<file path="config.mk">
export PLATFORM = sky130hd
export DESIGN_NAME = dclock_set_ctrl_flat
export DESIGN_NICKNAME = d
export VERILOG_FILES = /design/src/rtl/dclock_pkg.sv /design/src/rtl/dclock_set_ctrl_if.sv /design/src/rtl/dclock_prescaler.sv /design/src/rtl/dclock_set_ctrl.sv /design/src/flat_wrapper.sv
export SDC_FILE = /design/constraint.sdc
export NUM_CORES = 1
export LEC_CHECK = 0
export ABC_CLOCK_PERIOD_IN_PS = 4300
export BUFFER_PORTS_ARGS = -buffer_cell sky130_fd_sc_hd__buf_2
export CELL_PAD_IN_SITES_DETAIL_PLACEMENT = 1
export CELL_PAD_IN_SITES_GLOBAL_PLACEMENT = 1
export CORE_UTILIZATION = 35
export DETAILED_ROUTE_END_ITERATION = 10
export PLACE_DENSITY = 0.65
export SLEW_MARGIN = 40
export SYNTH_ARGS = -nofsm -noshare
export SYNTH_HDL_FRONTEND = slang
export SYNTH_SLANG_ARGS = --single-unit
</file>
<file path="constraint.sdc">
create_clock -name clk -period 4.3 [get_ports clk]
set_input_delay 0.86 -clock clk [delete_from_list [all_inputs] [get_ports clk]]
set_output_delay 0.86 -clock clk [all_outputs]
set_load 0.1 [all_outputs]
</file>
<file path="src/rtl/dclock_pkg.sv">
// Shared types and constants for the HH:MM:SS set controller and its prescaler.
// Pure declarations and helpers; no state, no latency.
package dclock_pkg;

    localparam int TF_W = 7;

    typedef logic [TF_W-1:0] tf_t;

    typedef enum logic [1:0] {
        MODE_RUN   = 2'd0,
        MODE_SET_H = 2'd1,
        MODE_SET_M = 2'd2,
        MODE_SET_S = 2'd3
    } mode_e;

    localparam tf_t HRS_MAX = 7'd23;
    localparam tf_t MIN_MAX = 7'd59;
    localparam tf_t SEC_MAX = 7'd59;

    typedef struct packed {
        tf_t hrs;
        tf_t mins;
        tf_t secs;
    } hms_t;

    // Terminal compare rather than overflow, so each field wraps at its own limit.
    function automatic tf_t tf_wrap_inc(input tf_t v, input tf_t lim);
        return (v == lim) ? '0 : v + 7'd1;
    endfunction

    function automatic tf_t tf_sanitise(input tf_t v, input tf_t lim);
        return (v > lim) ? '0 : v;
    endfunction

endpackage

</file>
<file path="src/rtl/dclock_set_ctrl_if.sv">
// Button, timekeeper-readback and load/tick signals between board, controller and timekeeper.
// Plain wires; the controller side registers every output it drives.
interface dclock_set_ctrl_if;
    import dclock_pkg::*;

    logic        btn_mode;
    logic        btn_inc;
    tf_t         cur_hrs;
    tf_t         cur_min;
    tf_t         cur_sec;
    logic        tick_en;
    logic        load;
    tf_t         ld_hrs;
    tf_t         ld_min;
    tf_t         ld_sec;
    logic [1:0]  mode;
    logic        blink;

    modport master (
        input  btn_mode, btn_inc, cur_hrs, cur_min, cur_sec,
        output tick_en, load, ld_hrs, ld_min, ld_sec, mode, blink
    );

    modport slave (
        output btn_mode, btn_inc, cur_hrs, cur_min, cur_sec,
        input  tick_en, load, ld_hrs, ld_min, ld_sec, mode, blink
    );

endinterface

</file>
<file path="src/rtl/dclock_prescaler.sv">
// Free-running CLK_HZ counter with synchronous clear and terminal / half-terminal strobes.
// Strobes are combinational from the count register; no backpressure.
module dclock_prescaler #(
    parameter int CLK_HZ = 50000000,
    parameter int CNT_W  = $clog2(CLK_HZ)
) (
    input  logic clk,
    input  logic rst,
    input  logic i_clr,
    output logic o_term,
    output logic o_half
);

    localparam logic [CNT_W-1:0] TERM = CNT_W'(CLK_HZ - 1);
    localparam logic [CNT_W-1:0] HALF = CNT_W'(CLK_HZ / 2 - 1);

    logic [CNT_W-1:0] r_cnt;

    assign o_term = (r_cnt == TERM);
    assign o_half = (r_cnt == HALF);

    always_ff @(posedge clk or posedge rst) begin
        if (rst) begin
            r_cnt <= '0;
        end else if (i_clr || o_term) begin
            r_cnt <= '0;
        end else begin
            r_cnt <= r_cnt + CNT_W'(1);
        end
    end

endmodule

</file>
<file path="src/rtl/dclock_set_ctrl.sv">
// Time-set FSM for the HH:MM:SS timekeeper: 1 Hz tick, button edit of h/m/s, one-cycle load.
// All outputs registered (one cycle after the causing edge); buttons are levels, only rising edges act.
module dclock_set_ctrl
    import dclock_pkg::*;
#(
    parameter int CLK_HZ = 50000000,
    parameter int CNT_W  = $clog2(CLK_HZ)
) (
    input  logic             clk,
    input  logic             rst,
    dclock_set_ctrl_if.master bus
);

    mode_e r_state;
    mode_e w_state_nxt;

    logic  r_mode_q;
    logic  r_inc_q;
    logic  w_mode_edge;
    logic  w_inc_edge;

    hms_t  r_edit;
    hms_t  r_ld;
    logic  r_load;
    logic  r_tick;
    logic  r_blink;

    logic  w_capture;
    logic  w_do_load;
    logic  w_inc_h;
    logic  w_inc_m;
    logic  w_inc_s;
    logic  w_term;
    logic  w_half;

    assign w_mode_edge = bus.btn_mode & ~r_mode_q;
    assign w_inc_edge  = bus.btn_inc  & ~r_inc_q;

    dclock_prescaler #(
        .CLK_HZ (CLK_HZ),
        .CNT_W  (CNT_W)
    ) u_prescaler (
        .clk    (clk),
        .rst    (rst),
        .i_clr  (w_do_load),
        .o_term (w_term),
        .o_half (w_half)
    );

    // History resets high so a button held through reset release is not an edge.
    always_ff @(posedge clk or posedge rst) begin
        if (rst) begin
            r_mode_q <= 1'b1;
            r_inc_q  <= 1'b1;
        end else begin
            r_mode_q <= bus.btn_mode;
            r_inc_q  <= bus.btn_inc;
        end
    end

    always_ff @(posedge clk or posedge rst) begin
        if (rst) begin
            r_state <= MODE_RUN;
        end else begin
            r_state <= w_state_nxt;
        end
    end

    // Mode edge is checked first in every SET state, so a coincident increment is dropped.
    always_comb begin
        w_state_nxt = r_state;
        w_capture   = 1'b0;
        w_do_load   = 1'b0;
        w_inc_h     = 1'b0;
        w_inc_m     = 1'b0;
        w_inc_s     = 1'b0;
        case (r_state)
            MODE_RUN: begin
                if (w_mode_edge) begin
                    w_state_nxt = MODE_SET_H;
                    w_capture   = 1'b1;
                end
            end
            MODE_SET_H: begin
                if (w_mode_edge)     w_state_nxt = MODE_SET_M;
                else if (w_inc_edge) w_inc_h     = 1'b1;
            end
            MODE_SET_M: begin
                if (w_mode_edge)     w_state_nxt = MODE_SET_S;
                else if (w_inc_edge) w_inc_m     = 1'b1;
            end
            MODE_SET_S: begin
                if (w_mode_edge) begin
                    w_state_nxt = MODE_RUN;
                    w_do_load   = 1'b1;
                end else if (w_inc_edge) begin
                    w_inc_s = 1'b1;
                end
            end
            default: w_state_nxt = MODE_RUN;
        endcase
    end

    always_ff @(posedge clk or posedge rst) begin
        if (rst) begin
            r_edit <= '0;
        end else if (w_capture) begin
            r_edit.hrs  <= tf_sanitise(bus.cur_hrs, HRS_MAX);
            r_edit.mins <= tf_sanitise(bus.cur_min, MIN_MAX);
            r_edit.secs <= tf_sanitise(bus.cur_sec, SEC_MAX);
        end else begin
            if (w_inc_h) r_edit.hrs  <= tf_wrap_inc(r_edit.hrs,  HRS_MAX);
            if (w_inc_m) r_edit.mins <= tf_wrap_inc(r_edit.mins, MIN_MAX);
            if (w_inc_s) r_edit.secs <= tf_wrap_inc(r_edit.secs, SEC_MAX);
        end
    end

    always_ff @(posedge clk or posedge rst) begin
        if (rst) begin
            r_load  <= 1'b0;
            r_ld    <= '0;
            r_tick  <= 1'b0;
            r_blink <= 1'b0;
        end else begin
            r_load <= w_do_load;
            if (w_do_load) r_ld <= r_edit;
            // Only RUN ticks; the exit cycle is still SET_S, so load and tick never coincide.
            r_tick <= w_term && (r_state == MODE_RUN);
            if (r_state == MODE_RUN || w_state_nxt == MODE_RUN) begin
                r_blink <= 1'b0;
            end else if (w_half || w_term) begin
                r_blink <= ~r_blink;
            end
        end
    end

    assign bus.tick_en = r_tick;
    assign bus.load    = r_load;
    assign bus.ld_hrs  = r_ld.hrs;
    assign bus.ld_min  = r_ld.mins;
    assign bus.ld_sec  = r_ld.secs;
    assign bus.mode    = r_state;
    assign bus.blink   = r_blink;

endmodule
</file>
<file path="src/flat_wrapper.sv">
// flat-port wrapper written by rule: the top's interface ports become plain ports
module dclock_set_ctrl_flat import dclock_pkg::*;
#(
    parameter int CLK_HZ = 50000000,
    parameter int CNT_W  = $clog2(CLK_HZ)
)
  (clk, rst, bus_btn_mode, bus_btn_inc, bus_cur_hrs, bus_cur_min, bus_cur_sec, bus_tick_en, bus_load, bus_ld_hrs, bus_ld_min, bus_ld_sec, bus_mode, bus_blink);
  dclock_set_ctrl_if bus_i ();
  input  logic clk;
  input  logic rst;
  input wire logic [$bits(bus_i.btn_mode)-1:0] bus_btn_mode;
  input wire logic [$bits(bus_i.btn_inc)-1:0] bus_btn_inc;
  input wire logic [$bits(bus_i.cur_hrs)-1:0] bus_cur_hrs;
  input wire logic [$bits(bus_i.cur_min)-1:0] bus_cur_min;
  input wire logic [$bits(bus_i.cur_sec)-1:0] bus_cur_sec;
  output wire logic [$bits(bus_i.tick_en)-1:0] bus_tick_en;
  output wire logic [$bits(bus_i.load)-1:0] bus_load;
  output wire logic [$bits(bus_i.ld_hrs)-1:0] bus_ld_hrs;
  output wire logic [$bits(bus_i.ld_min)-1:0] bus_ld_min;
  output wire logic [$bits(bus_i.ld_sec)-1:0] bus_ld_sec;
  output wire logic [$bits(bus_i.mode)-1:0] bus_mode;
  output wire logic [$bits(bus_i.blink)-1:0] bus_blink;
  assign bus_i.btn_mode = bus_btn_mode;
  assign bus_i.btn_inc = bus_btn_inc;
  assign bus_i.cur_hrs = bus_cur_hrs;
  assign bus_i.cur_min = bus_cur_min;
  assign bus_i.cur_sec = bus_cur_sec;
  assign bus_tick_en = bus_i.tick_en;
  assign bus_load = bus_i.load;
  assign bus_ld_hrs = bus_i.ld_hrs;
  assign bus_ld_min = bus_i.ld_min;
  assign bus_ld_sec = bus_i.ld_sec;
  assign bus_mode = bus_i.mode;
  assign bus_blink = bus_i.blink;
  dclock_set_ctrl #(.CLK_HZ(CLK_HZ), .CNT_W(CNT_W)) u_core (.clk(clk), .rst(rst), .bus(bus_i));
endmodule
</file>
==> flow_summary.yaml <==
setup_path:
  worstSetupPathType: "flop to primary output"
  crit_family: "flip-flops"
  crit_required_ns: 3.44
  crit_path_end_kind: "primary output"
  worstSetupStartpoint: "u_core.bus.mode[1]"
  crit_cells: 1
  cp_max_fo: 19
  start_kind: "flop"
  slowest_stage: "dfrtp_1"
  r2r-start: "u_core.bus.mode[1]"
  crit_path_max_incr_delay_ns: 0.76
  reg2reg_depth: 4
  endpoint: "bus_mode[1]"
  path_buf_inv: 1
  path_cells: "buf_2"
  reg2reg_to: "u_core.r_edit[15]"
  cp.arrival_ns: 1.67
  ff2ff_setup_slack_ns: 2.10
floorplanning:
  dieArea_um2: 11510
  core-area_um2: 10840
  die_w_um: 107.3
  die_h_um: 107.3
  start_util: 0.3578
  rows: 38
  pin_count: 51
grt:
  grt_pass1_vias: 3332
  grt_overflow: 0
  grt.total_usage: 0.1892
  grt_pass1_wl_um: 17040
  antenna_found_initial: 0
  grt_max_degree: 45
logic_synthesis:
  yosys.area.top_type: "dfrtp_1"
  synthCells: 400
  netlist_top_cells_count: "73 x dfrtp_1, 56 x nand2_1, 23 x nand3_1"
  synthMostInstantiatedCell: "dfrtp_1"
  synth_cell_types: 65
  yosysTopAreaCellShare: 0.4710
  yosysWarnings: 0
  yosys-top-cells-area: "dfrtp_1 47%, nand2_1 5.4%, nand3_1 3.0%, a21oi_1 2.3%, nand4_1 2.1%"
  synthFlopType: "dfrtp_1"
  synth_edf_count: 0
  postSynthAreaPerCell_um2: 9.697
  ys_ff_latch: 75
  synth_area_um2: 3879
  syn-num-nets: 429
  synthArstFlopShare: 1.000
  ys_seq_area_frac: 0.4845
route:
  ant_nets: 0
  dr_total_vias: 3319
  drt_iter0_markers: 183
  firstDrtPassIters: 6
  highest_layer: "met4"
  drc_errors: 0
  drt-total-wl_um: 10070
  wl_met3_um: 330
  routedWlPerCell_um: 16.95
  routed_via_density: 5.588
  wl_met1_um: 5142
  wl_met2_um: 4471
timing:
  hold_violations: 0
  rsz0062_at_grt: "false"
  fin_crit_sh: 0.5878
  final.setup.tns_ns: 0
  period_minus_slack_ns: 2.528
  slew_headroom: 0.5654
  timing.fmax_mhz: 395.6
  drv_slew: 0
  clock_skew_ns: 0.009606
  worst_slew_pin_slew_ns: 0.6519
  setup_violations: 0
pwr:
  fin_total_pwr_w: 0.002944
  power-per-cell-area_nw_per_um2: 663.2
  power.leakage_nw: 1.947
  ir_worst_vdd_mv: 0.3703
final_layout:
  final-seq-area_um2: 1879
  stdcell_count: 594
  drive_gt1_frac: 0.1894
  area_delta_synth_final_pct: 14.45
  nets: 479
  fillers: 1294
  num_antenna_cells: 0
  multi_input_area_um2: 1854
clocking:
  h-tree-depth: 3
  clock_latency_ns: 0.36
  cts-root-buf: "clkbuf_8"
  clock_path_buffers: 2
  cts.reportedPaths.clkPinSlew_ns: 0.08
  cts_resized: 0
  cts_inserted_buffers: 9
  postCtsSetupBuffers: 0
  cts_sinks: 75
  cts_tree: "done"
  hold_buffers: 0
place:
  dp.cells: 579
  hpwl_um: 6987
  globalplace.congestion: 0.7688
  io_buffers: 50
run_status:
  outcome: "finished, final reports clean"
min_path:
  worstHoldPathType: "input pin to asynchronous set/reset pin"
job:
  cap_violations: 0
[layer usage]
metal  up-vias  track usage
met5         -            0
met3         9      0.03087
met2        60       0.2834
met1      1656       0.2711
li1       1594            -
met4         0      0.07632
[report_power, final]
part	internal [W]	leakage [nW]	switching (W)
combinational	0.000290	0.885	0.000981
sequential	0.000913	0.967	0.000250
clock	0.000252	0.0953	0.000257
[cell type report]
cell class	count	area share
Multi-Input combinational cell	292	0.4177
Inverter	17	0.01437
Clock buffer	13	0.03805
Clock inverter	2	0.002255
Tap cell	140	0.03946
Timing Repair Buffer	55	0.06483
Sequential cell	75	0.4233
[cell usage in the layout (no fill, tap or decap), types with 8 or more instances in the layout]
master / synthesis / layout
inv_1: 17 / 16
nand3_1: 23 / 23
xor2_1: 8 / 8
clkbuf_8: 0 / 12
o31ai_1: 10 / 10
or4_1: 10 / 10
a221oi_1: 8 / 8
and3_1: 9 / 9
o21ai_0: 15 / 15
nand2_1: 56 / 56
buf_2: 5 / 50
nor2_1: 21 / 21
dfrtp_1: 73 / 73
a21oi_1: 18 / 18
nand4_1: 13 / 13
[logic make-up (layout without fill, tap and decap cells)]
logic type / Yosys count / in the layout / share of synthesized area
adders and majority gates: 4 / 4 / 0.01290
xor gates and xnor gates: 14 / 14 / 0.03161
AOI/OAI and AO/OA: 93 / 93 / 0.1674
buffers and inverters: 33 / 87 / 0.03742
muxes: 6 / 6 / 0.01645
DFF: 75 / 75 / 0.4845
and+or+nand+nor: 175 / 175 / 0.2497
[per-stage QoR]
stage          instance area [um2]  hold WS [ns]    util  worst slack, ns
4_1_cts                       4439        0.4031  0.4095            1.751
6_report                      4439        0.4070  0.4095            1.773
3_3_place_gp                  4260        0.4545  0.3930            1.888
3_5_place_dp                  4260        0.4572  0.3930            1.850
5_1_grt                       4439        0.4174  0.4095            1.695
2_1_floorplan                 3879        0.4753       -            1.533
[sequential cells by signal (all words and copies together) (netlist names)]
name                      cells
u_core.bus.mode               2
u_core.bus.ld_min             7
u_core.bus.load               1
u_core.r_inc_q                1
u_core.bus.tick_en            1
u_core.bus.ld_hrs             7
u_core.r_edit                21
u_core.u_prescaler.r_cnt     26
u_core.bus.blink              1
u_core.bus.ld_sec             7
u_core.r_mode_q               1
[how the worst min path moves through the flow]
| stage | endpoint | slack (ns) | depth (start not counted) |
|---|---|---|---|
| finish | u_core.bus.ld_sec[2] | 0.41 | 2 |
| global route | u_core.r_edit[4] | 0.42 | 2 |
| CTS | u_core.bus.ld_sec[2] | 0.40 | 2 |
| detailed placement | u_core.bus.ld_min[6] | 0.46 | 2 |
| global placement | u_core.bus.ld_sec[6] | 0.45 | 2 |
| floorplan | u_core.bus.ld_sec[6] | 0.48 | 2 |
(Power assumes the default switching activity.)
